## src/rtl/reg_dump_pkg.sv

```systemverilog
// Shared constants, FSM state type and helpers for the register-dump UART transmitter.
package reg_dump_pkg;

  localparam int NUM_REGS             = 32;
  localparam int BYTES_PER_REG        = 4;
  localparam int CLKS_PER_BIT_DEFAULT = 434;

  typedef enum logic [2:0] {
    IDLE,
    LOAD,
    START,
    DATA,
    STOP
  } dump_state_e;

  // Debug view: sequencer state and serializer line state side by side.
  typedef struct packed {
    dump_state_e ctrl;
    dump_state_e line;
  } dump_dbg_t;

  // Byte idx of a word, idx 0 being the most significant byte.
  function automatic logic [7:0] word_byte(input logic [31:0] word, input logic [1:0] idx);
    logic [7:0] b;
    case (idx)
      2'd0:    b = word[31:24];
      2'd1:    b = word[23:16];
      2'd2:    b = word[15:8];
      default: b = word[7:0];
    endcase
    return b;
  endfunction

endpackage

```

## src/rtl/reg_dump_tx_if.sv

```systemverilog
// Register-file read port, dump control and serial line of the register dumper.
interface reg_dump_tx_if;
  logic        start;
  logic [4:0]  rd_reg;
  logic [31:0] rd_data;
  logic        tx;
  logic        busy;
  logic        done;

  modport master (output start, rd_data, input rd_reg, tx, busy, done);
  modport slave  (input start, rd_data, output rd_reg, tx, busy, done);
endinterface

```

## src/rtl/reg_dump_tx_uart.sv

```systemverilog
// UART 8N1 byte serializer with a valid/ready byte input and a registered tx line.
// Handshake: a byte transfers on a cycle where valid && ready; ready is high in IDLE
// and in the last cycle of the stop bit, so consecutive bytes leave with no gap.
module uart_tx_byte
  import reg_dump_pkg::*;
#(
  parameter int CLKS_PER_BIT = CLKS_PER_BIT_DEFAULT
) (
  input  logic        clk,
  input  logic        rst_n,
  input  logic [7:0]  byte_in,
  input  logic        valid,
  output logic        ready,
  output logic        tx,
  output logic        bit_tick,
  output logic        last_bit,
  output dump_state_e line_state
);

  localparam logic [15:0] BAUD_MAX = 16'(CLKS_PER_BIT - 1);

  dump_state_e state, state_nx;
  logic [15:0] baud_cnt;
  logic [2:0]  bit_idx;
  logic [7:0]  shreg;
  logic        tx_nx;

  assign bit_tick   = (state != IDLE) && (baud_cnt == BAUD_MAX);
  assign last_bit   = (bit_idx == 3'd7);
  assign ready      = (state == IDLE) || ((state == STOP) && bit_tick);
  assign line_state = state;

  always_comb begin
    state_nx = state;
    tx_nx    = tx;
    case (state)
      IDLE:    if (valid) state_nx = START;
      START:   if (bit_tick) state_nx = DATA;
      DATA:    if (bit_tick && last_bit) state_nx = STOP;
      STOP:    if (bit_tick) state_nx = valid ? START : IDLE;
      default: state_nx = IDLE;
    endcase
    // tx is the registered image of the next state's line level.
    case (state_nx)
      START:   tx_nx = 1'b0;
      DATA: begin
        if (state == START) tx_nx = shreg[0];
        else if (bit_tick)  tx_nx = shreg[1];
      end
      default: tx_nx = 1'b1;
    endcase
  end

  always_ff @(posedge clk or negedge rst_n) begin
    if (!rst_n) begin
      state    <= IDLE;
      tx       <= 1'b1;
      baud_cnt <= '0;
      bit_idx  <= '0;
      shreg    <= '0;
    end else begin
      state    <= state_nx;
      tx       <= tx_nx;
      baud_cnt <= ((state == IDLE) || bit_tick) ? '0 : baud_cnt + 16'd1;
      if ((state == DATA) && bit_tick) bit_idx <= bit_idx + 3'd1;
      else if (state != DATA)          bit_idx <= '0;
      if (valid && ready)                   shreg <= byte_in;
      else if ((state == DATA) && bit_tick) shreg <= {1'b0, shreg[7:1]};
    end
  end

endmodule

```

## src/rtl/reg_dump_tx.sv

```systemverilog
// Dumps all 32 registers of a register file over UART, MSB first, one 32-bit
// snapshot per register taken in LOAD.
module reg_dump_tx
  import reg_dump_pkg::*;
#(
  parameter int CLKS_PER_BIT = CLKS_PER_BIT_DEFAULT
) (
  input  logic        clk,
  input  logic        rst_n,
  reg_dump_tx_if.slave bus,
  output dump_dbg_t   dbg
);

  localparam logic [4:0] LAST_REG  = 5'(NUM_REGS - 1);
  localparam logic [1:0] LAST_BYTE = 2'(BYTES_PER_REG - 1);

  dump_state_e state, state_nx, line_state;
  logic [4:0]  reg_idx;
  logic [1:0]  byte_idx;
  logic [31:0] word_buf;
  logic        done_q;
  logic        byte_valid, byte_ready, bit_tick, last_bit, line_tx;
  logic [7:0]  byte_data;

  uart_tx_byte #(.CLKS_PER_BIT(CLKS_PER_BIT)) u_uart (
    .clk        (clk),
    .rst_n      (rst_n),
    .byte_in    (byte_data),
    .valid      (byte_valid),
    .ready      (byte_ready),
    .tx         (line_tx),
    .bit_tick   (bit_tick),
    .last_bit   (last_bit),
    .line_state (line_state)
  );

  always_comb begin
    state_nx   = state;
    byte_valid = 1'b0;
    byte_data  = 8'h00;
    case (state)
      IDLE: if (bus.start) state_nx = LOAD;
      // Byte 0 comes straight from rd_data: it is the value being captured.
      LOAD: begin
        byte_valid = 1'b1;
        byte_data  = word_byte(bus.rd_data, 2'd0);
        if (byte_ready) state_nx = START;
      end
      START: if (bit_tick) state_nx = DATA;
      DATA:  if (bit_tick && last_bit) state_nx = STOP;
      STOP: begin
        if (bit_tick) begin
          if (byte_idx != LAST_BYTE) begin
            byte_valid = 1'b1;
            byte_data  = word_byte(word_buf, byte_idx + 2'd1);
            state_nx   = START;
          end else if (reg_idx != LAST_REG) begin
            state_nx = LOAD;
          end else begin
            state_nx = IDLE;
          end
        end
      end
      default: state_nx = IDLE;
    endcase
  end

  always_ff @(posedge clk or negedge rst_n) begin
    if (!rst_n) begin
      state    <= IDLE;
      reg_idx  <= '0;
      byte_idx <= '0;
      word_buf <= '0;
      done_q   <= 1'b0;
    end else begin
      state  <= state_nx;
      done_q <= (state == STOP) && (state_nx == IDLE);
      if (state == LOAD) begin
        word_buf <= bus.rd_data;
        byte_idx <= '0;
      end else if ((state == STOP) && (state_nx == START)) begin
        byte_idx <= byte_idx + 2'd1;
      end
      if ((state == STOP) && (state_nx == LOAD)) reg_idx <= reg_idx + 5'd1;
      else if (state_nx == IDLE)                 reg_idx <= '0;
    end
  end

  assign bus.busy   = (state != IDLE);
  assign bus.done   = done_q;
  assign bus.tx     = line_tx;
  assign bus.rd_reg = (state == IDLE) ? 5'd0 : reg_idx;
  assign dbg.ctrl   = state;
  assign dbg.line   = line_state;

endmodule

```

## src/flat_wrapper.sv

```systemverilog
// flat-port wrapper written by rule: the top's interface ports become plain ports
module reg_dump_tx_flat import reg_dump_pkg::*;
#(
  parameter int CLKS_PER_BIT = CLKS_PER_BIT_DEFAULT
)
  (clk, rst_n, dbg, bus_start, bus_rd_data, bus_rd_reg, bus_tx, bus_busy, bus_done);
  reg_dump_tx_if bus_i ();
  input  logic clk;
  input  logic rst_n;
  output dump_dbg_t dbg;
  input wire logic [$bits(bus_i.start)-1:0] bus_start;
  input wire logic [$bits(bus_i.rd_data)-1:0] bus_rd_data;
  output wire logic [$bits(bus_i.rd_reg)-1:0] bus_rd_reg;
  output wire logic [$bits(bus_i.tx)-1:0] bus_tx;
  output wire logic [$bits(bus_i.busy)-1:0] bus_busy;
  output wire logic [$bits(bus_i.done)-1:0] bus_done;
  assign bus_i.start = bus_start;
  assign bus_i.rd_data = bus_rd_data;
  assign bus_rd_reg = bus_i.rd_reg;
  assign bus_tx = bus_i.tx;
  assign bus_busy = bus_i.busy;
  assign bus_done = bus_i.done;
  reg_dump_tx #(.CLKS_PER_BIT(CLKS_PER_BIT)) u_core (.clk(clk), .rst_n(rst_n), .bus(bus_i), .dbg(dbg));
endmodule
```

## config.mk

```make
export PLATFORM = sky130hd
export DESIGN_NAME = reg_dump_tx_flat
export DESIGN_NICKNAME = d
export VERILOG_FILES = /design/src/rtl/reg_dump_pkg.sv /design/src/rtl/reg_dump_tx_if.sv /design/src/rtl/reg_dump_tx_uart.sv /design/src/rtl/reg_dump_tx.sv /design/src/flat_wrapper.sv
export SDC_FILE = /design/constraint.sdc
export NUM_CORES = 1
export LEC_CHECK = 0
export CAP_MARGIN = 30
export CORE_AREA = 2 2 87 89
export DETAILED_ROUTE_END_ITERATION = 8
export DIE_AREA = 0 0 89 91
export GPL_TIMING_DRIVEN = 0
export PLACE_DENSITY_LB_ADDON = 0.05
export SLEW_MARGIN = 0
export SYNTH_ARGS = -nofsm -noshare
export SYNTH_HDL_FRONTEND = slang
export SYNTH_SLANG_ARGS = --single-unit
```

## constraint.sdc

```tcl
create_clock -name clk -period 2.6 [get_ports clk]
set_clock_uncertainty 0.05 [all_clocks]
set_input_delay 0.52 -clock clk [delete_from_list [all_inputs] [get_ports clk]]
set_output_delay 0.52 -clock clk [all_outputs]
set_load 0.01 [all_outputs]
```

; Word level (Yosys, flattened, before mapping)
; Index checks and enable logic that the tools add are counted.
[word_totals]
regBits = 74
inputBits = 35
out_inout_bits = 14
[classes]
add_sub_neg = 4
eq_ne = 19
mux = 34
reduce_logical = 20
[ops]
columns = cell, n
row1 = 3-bit 2-to-1 mux, 12
row2 = 8-bit 2-to-1 mux, 4
row3 = 8-bit case mux with 3 select lines, 1
row4 = 3-bit by 2-bit == test with 1-bit output (second input constant), 7
row5 = 16-bit by 1-bit adder with 16-bit output (second input constant), 1
row6 = 16-bit by 9-bit == test with 1-bit output (second input constant), 1
row7 = 16-bit 2-to-1 mux, 1
row8 = 8-bit case mux with 2 select lines, 1
row9 = 5-bit 2-to-1 mux, 3
row10 = 3-bit case mux with 5 select lines, 1
row11 = 3-bit case mux with 4 select lines, 1
row12 = 3-bit == test (second input constant), 3
row13 = 3-bit logical NOT, 3
row14 = 1-bit logical AND, 8
row15 = 2-bit nonzero test, 4
row16 = 3-bit by 1-bit == test with 1-bit output (second input constant), 2
row17 = 2-bit 2-to-1 mux, 3
row18 = 3-bit by 2-bit != test with 1-bit output (second input constant), 2
row19 = 3-bit nonzero test, 2
row20 = 5-bit by 1-bit adder with 5-bit output (second input constant), 1
row21 = 1-bit 2-to-1 mux, 5
row22 = 5-bit != test (second input constant), 1
row23 = 1-bit case mux with 2 select lines, 2
row24 = 3-bit by 1-bit adder with 3-bit output (second input constant), 1
row25 = other kinds (6), 7

; Logic depth before layout (Yosys ltp)
[logic_depth]
word_depth = 10
depth_mapped = 10
depth_no_buf = 9

; By module
; Synthesis repeated with hierarchy kept, for this count alone.
[hier_totals]
cells_unflattened = 423
hier_area_um2 = 3797.4
[modules_own_cells]
columns = module, instances, cells_each, area_per_inst_um2, seq_area_each_um2
row1 = reg_dump_tx, 1, 250, 2160.8, 1076.0
row2 = uart_tx_byte, 1, 173, 1636.6, 777.0

; Least setup slack after synthesis
; No wires, ideal clock.
[synth_timing]
kind = register -> register
startpoint = register u_core.reg_idx[0]
endpoint = register u_core.reg_idx[0]
arrival_ns = 2.022
required_ns = 2.486
path_slack_ns = 0.463
path_stages_with_launch = 10
period_less_slack_ns = 2.137
cell_sequence = dfrtp_1 -> ha_1 -> and3_1 -> ha_1 -> nor2_1 -> a31oi_1 -> or4_4 -> nand4_4 -> and4_4 -> mux2_2
[synth_via]
elab_chain_cells = 8
elab_cells_between_ends = 11
[synth_rtl]
columns = item, line
row1 = from (decl), reg_dump_tx.sv:18  ; logic [4:0] reg_idx;
row2 = from (signal assigned), reg_dump_tx.sv:84  ; if ((state == STOP) && (state_nx == LOAD)) reg_idx <= reg_idx + 5'd1;
row3 = 5-bit != test (*), reg_dump_tx.sv:57  ; end else if (reg_idx != LAST_REG) begin
row4 = 1-bit 2-to-1 mux (*), reg_dump_tx.sv:57
row5 = 3-bit 2-to-1 mux (*), reg_dump_tx.sv:53  ; if (byte_idx != LAST_BYTE) begin
row6 = 3-bit 2-to-1 mux (*), reg_dump_tx.sv:52  ; if (bit_tick) begin
row7 = 3-bit case mux with 5 select lines (*), reg_dump_tx.sv:41  ; case (state)
row8 = named net u_core.state_nx[0], reg_dump_tx.sv:17  ; dump_state_e state, state_nx, line_state;
row9 = 3-bit by 1-bit == test with 1-bit output, reg_dump_tx.sv:84
row10 = 1-bit logical AND, reg_dump_tx.sv:84
row11 = 5-bit 2-to-1 mux / 2-bit nonzero test (equally long branches), n/a
; Mark *: on every way through the listed nets, which the timed path passes. The rest lies on a longest branch.
; A chain may end at the register's enable or synchronous reset.

; Worst setup path after layout
[layout_timing]
startpoint = register u_core.state[2]
endpoint = output bus_rd_reg[0]
[layout_via]
elab_chain_cells = 2
[layout_rtl]
columns = item, line
row1 = from (decl), reg_dump_tx.sv:17
row2 = from (signal assigned), reg_dump_tx.sv:76  ; state <= state_nx;
row3 = 3-bit logical NOT, reg_dump_tx.sv:92  ; assign bus.rd_reg = (state == IDLE) ? 5'd0 : reg_idx;
row4 = 5-bit 2-to-1 mux, reg_dump_tx.sv:92
row5 = to (decl), flat_wrapper.sv:13  ; output wire logic [$bits(bus_i.rd_reg)-1:0] bus_rd_reg;
; Every way passes these cells.

==> impl_metrics.toml <==
[logic_synthesis]
ys_seq_area_share_pct = 49.20
syn_area_sq_um = 3766
synthFlopType = "dfrtp_1"
async_flop_share_pct = 100.0
postSynthCellCount = 415
synth_top_area_cell = "dfrtp_1"
synth_edf_count = 0
ys_ff_latch = 74
yosys_warnings = 0
synth_nets = 461
synth_top_area_share_pct = 48.50
yosys-top-cells-area = "dfrtp_1, nand2_1, nor2_1, ha_1, a21oi_1"
avgSynthCellArea_sq_um = 9.075
netlist-cell-type-count = 54

[placed_design]
placed_area_sq_um = 4395
portBuffers = 48
dp_slack_ps = -25.02
gp_congestion = 0.8344
hpwl_mm = 5.989

[routing]
vias = 3200
ant_nets = 0
dr.pass1.iters = 5
routed_via_density = 5.517
first_iter_violations = 228
wl_mm = 8.565
post_drt_wl_per_cell_um = 14.77
drc_errors = 0

[clock_network]
clock_sinks = 74
clk_pin_slew_ps = 70
cts-root-buf = "clkbuf_8"
cts_buffer_depth = 2
clk_latency_ps = 350
cts_made_buffers = 9
htree_levels = 3
cts_tree = "built"

[sta]
finalCriticalPeriod_ps = 2469
slew_headroom_pct = 44.24
setup_violations = 0
hold_viol_final = 0
hold_ws_ps = 428.7
rsz0062_at_grt = "true"
worst_slew_pin_slew_ps = 832.7
drv_slew = 0
clock.fmax_mhz = 405.1
period_share_pct = 94.95
fin_setup_tns_ps = 0
setup_slack_ps = 131.4

[setup_path]
critPathArrivalTime_ps = 1900
crit_fanout = 9
cp-end-kind = "output pin"
critPathRequiredTime_ps = 2030
crit_type = "reg2out"
worstSetupStartpointType = "register"

[finish]
antenna_cells = 0
drive_gt1_share_pct = 8.524
final_design_area_no_fill_sq_um = 4661
layout.nets = 522
areaGrowthSynthToFinish_pct = 23.75
fin_util_pct = 65.31

[global_routing]
grt_overflow = 0
grt_pass1_wl_mm = 14.26
grt_usage_pct = 22.61
grt_antenna_before_repair = 0
grt_pass1_vias = 3023
grt_max_degree = 64

[power]
p_per_area_nw_per_um2 = 496.5
power.leakage_nw = 2.073
vdd_drop_max_mv = 0.3129

[hold_path]
hold_class = "reg2reg"

[die]
die_h_um = 91
initial_core_util_pct = 52.77
ios = 49
die_w_um = 89
num_rows = 31
core_region_area_sq_um = 7137
dieArea_sq_um = 8099

[outcome]
status = "finished, final reports clean"

[flow_run]
cap_violations = 0
## registers in the layout, summed over array words and instances (netlist names), 2 cells and up
signal and cells:
u_core.word_buf 32, u_core.u_uart.baud_cnt 16, u_core.u_uart.shreg 8, u_core.reg_idx 5, u_core.state 3, u_core.u_uart.bit_idx 3
u_core.u_uart.line_state 3, u_core.byte_idx 2
## cell usage after synthesis, drive strengths merged (2+ instances only)
master / instances
a22o: 2
and2: 2
nand3: 14
buf: 7
and3: 3
o2111ai: 2
nor2b: 8
nand3b: 2
or3: 3
xnor2: 5
dfrtp: 73
mux2i: 6
a31oi: 2
and4: 3
ha: 11
inv: 5
nor4b: 3
o21ai: 20
nor3: 9
nor3b: 2
xor2: 9
nand2: 116
nand4: 7
clkbuf: 14
or4: 2
nor2: 43
a21oi: 21
a222oi: 8
## where the power goes
| group | total, mW | switching [mW] | internal (mW) |
|---|---|---|---|
| clock | 0.992 | 0.428 | 0.564 |
| sequential | 1.20 | 0.0197 | 1.18 |
| combinational | 0.121 | 0.0508 | 0.0698 |
## path summary, 6_finish.rpt
check	startpoint	to	slack, ps	cells after the start
max in group asynchronous	rst_n	u_core.u_uart.tx$_DFFE_PN1P_	1430	3
min in group asynchronous	rst_n	u_core.u_uart.bit_idx[0]$_DFFE_PN0P_	510	2
worst max-delay path	u_core.state[2]$_DFF_PN0_	bus_rd_reg[0]	130	4
worst max register to register	u_core.u_uart.baud_cnt[1]$_DFF_PN0_	u_core.reg_idx[0]$_DFFE_PN0P_	150	9
worst min-delay path	u_core.word_buf[30]$_DFFE_PN0N_	u_core.word_buf[30]$_DFFE_PN0N_	430	2
worst min register to register	u_core.word_buf[30]$_DFFE_PN0N_	u_core.word_buf[30]$_DFFE_PN0N_	430	2
## layout by cell type (no fill, tap or decap), types with 9 or more instances in the layout
cell type | synthesis | final
nand2_1 | 116 | 115
xor2_1 | 9 | 9
clkbuf_8 | 0 | 10
a21oi_1 | 21 | 21
clkbuf_1 | 14 | 15
ha_1 | 11 | 11
clkdlybuf4s50_1 | 0 | 47
dfrtp_1 | 73 | 73
nand3_1 | 13 | 13
o21ai_0 | 9 | 9
o21ai_1 | 11 | 11
nor2_1 | 42 | 42
## worst max-delay path, stage by stage, from the launching register on
cell             delay, ps
dfrtp_1                380
buf_2                  180
nor3_2                 410
nor2b_1                 90
clkdlybuf4s50_1        500
## cells by family (layout without fill, tap and decap cells)
group | Yosys count | in the layout | share of synthesized area (%)
muxes | 7 | 7 | 1.894
xor gates and xnor gates | 14 | 14 | 3.256
and+or+nand+nor | 223 | 223 | 28.80
buffers and inverters | 26 | 92 | 2.957
AOI/OAI and AO/OA | 60 | 60 | 10.23
adders and majority gates | 11 | 11 | 3.654
DFF | 74 | 74 | 49.20
## what timing repair did
action	CTS	global route
gates resized for setup	2	4
hold endpoints to repair	11	0
pin swaps	0	2
endpoints found under the setup margin	8	13
hold buffers	1	0
cloned	0	0
setup buffers	0	0
## area by class of cell
| class | count | area, sq um |
|---|---|---|
| clock inverters | 5 | 77.57 |
| repair buffers | 50 | 515.5 |
| fillers | 619 | 2476 |
| multi-input cells | 315 | 1836 |
| clock buffers | 11 | 141.4 |
| flip-flops and latches | 74 | 1853 |
| inverters | 5 | 18.77 |
| well taps | 99 | 123.9 |
| plain buffers | 21 | 95.09 |
## routing by layer
layer / routed length, um / vias up / GRT usage [%]
met5: 0 / - / 0
met4: 149 / 0 / 9.080
met3: 423 / 14 / 3.636
met2: 4052 / 109 / 33.27
met1: 3940 / 1538 / 33.25
li1: - / 1539 / -
## stage by stage
stage,total power [mW],cells
finish,2.314,580
global route,2.397,580
CTS,2.335,580
detailed placement,1.344,563
global placement,1.338,562
floorplan,1.252,415
(Power assumes the default switching activity.)
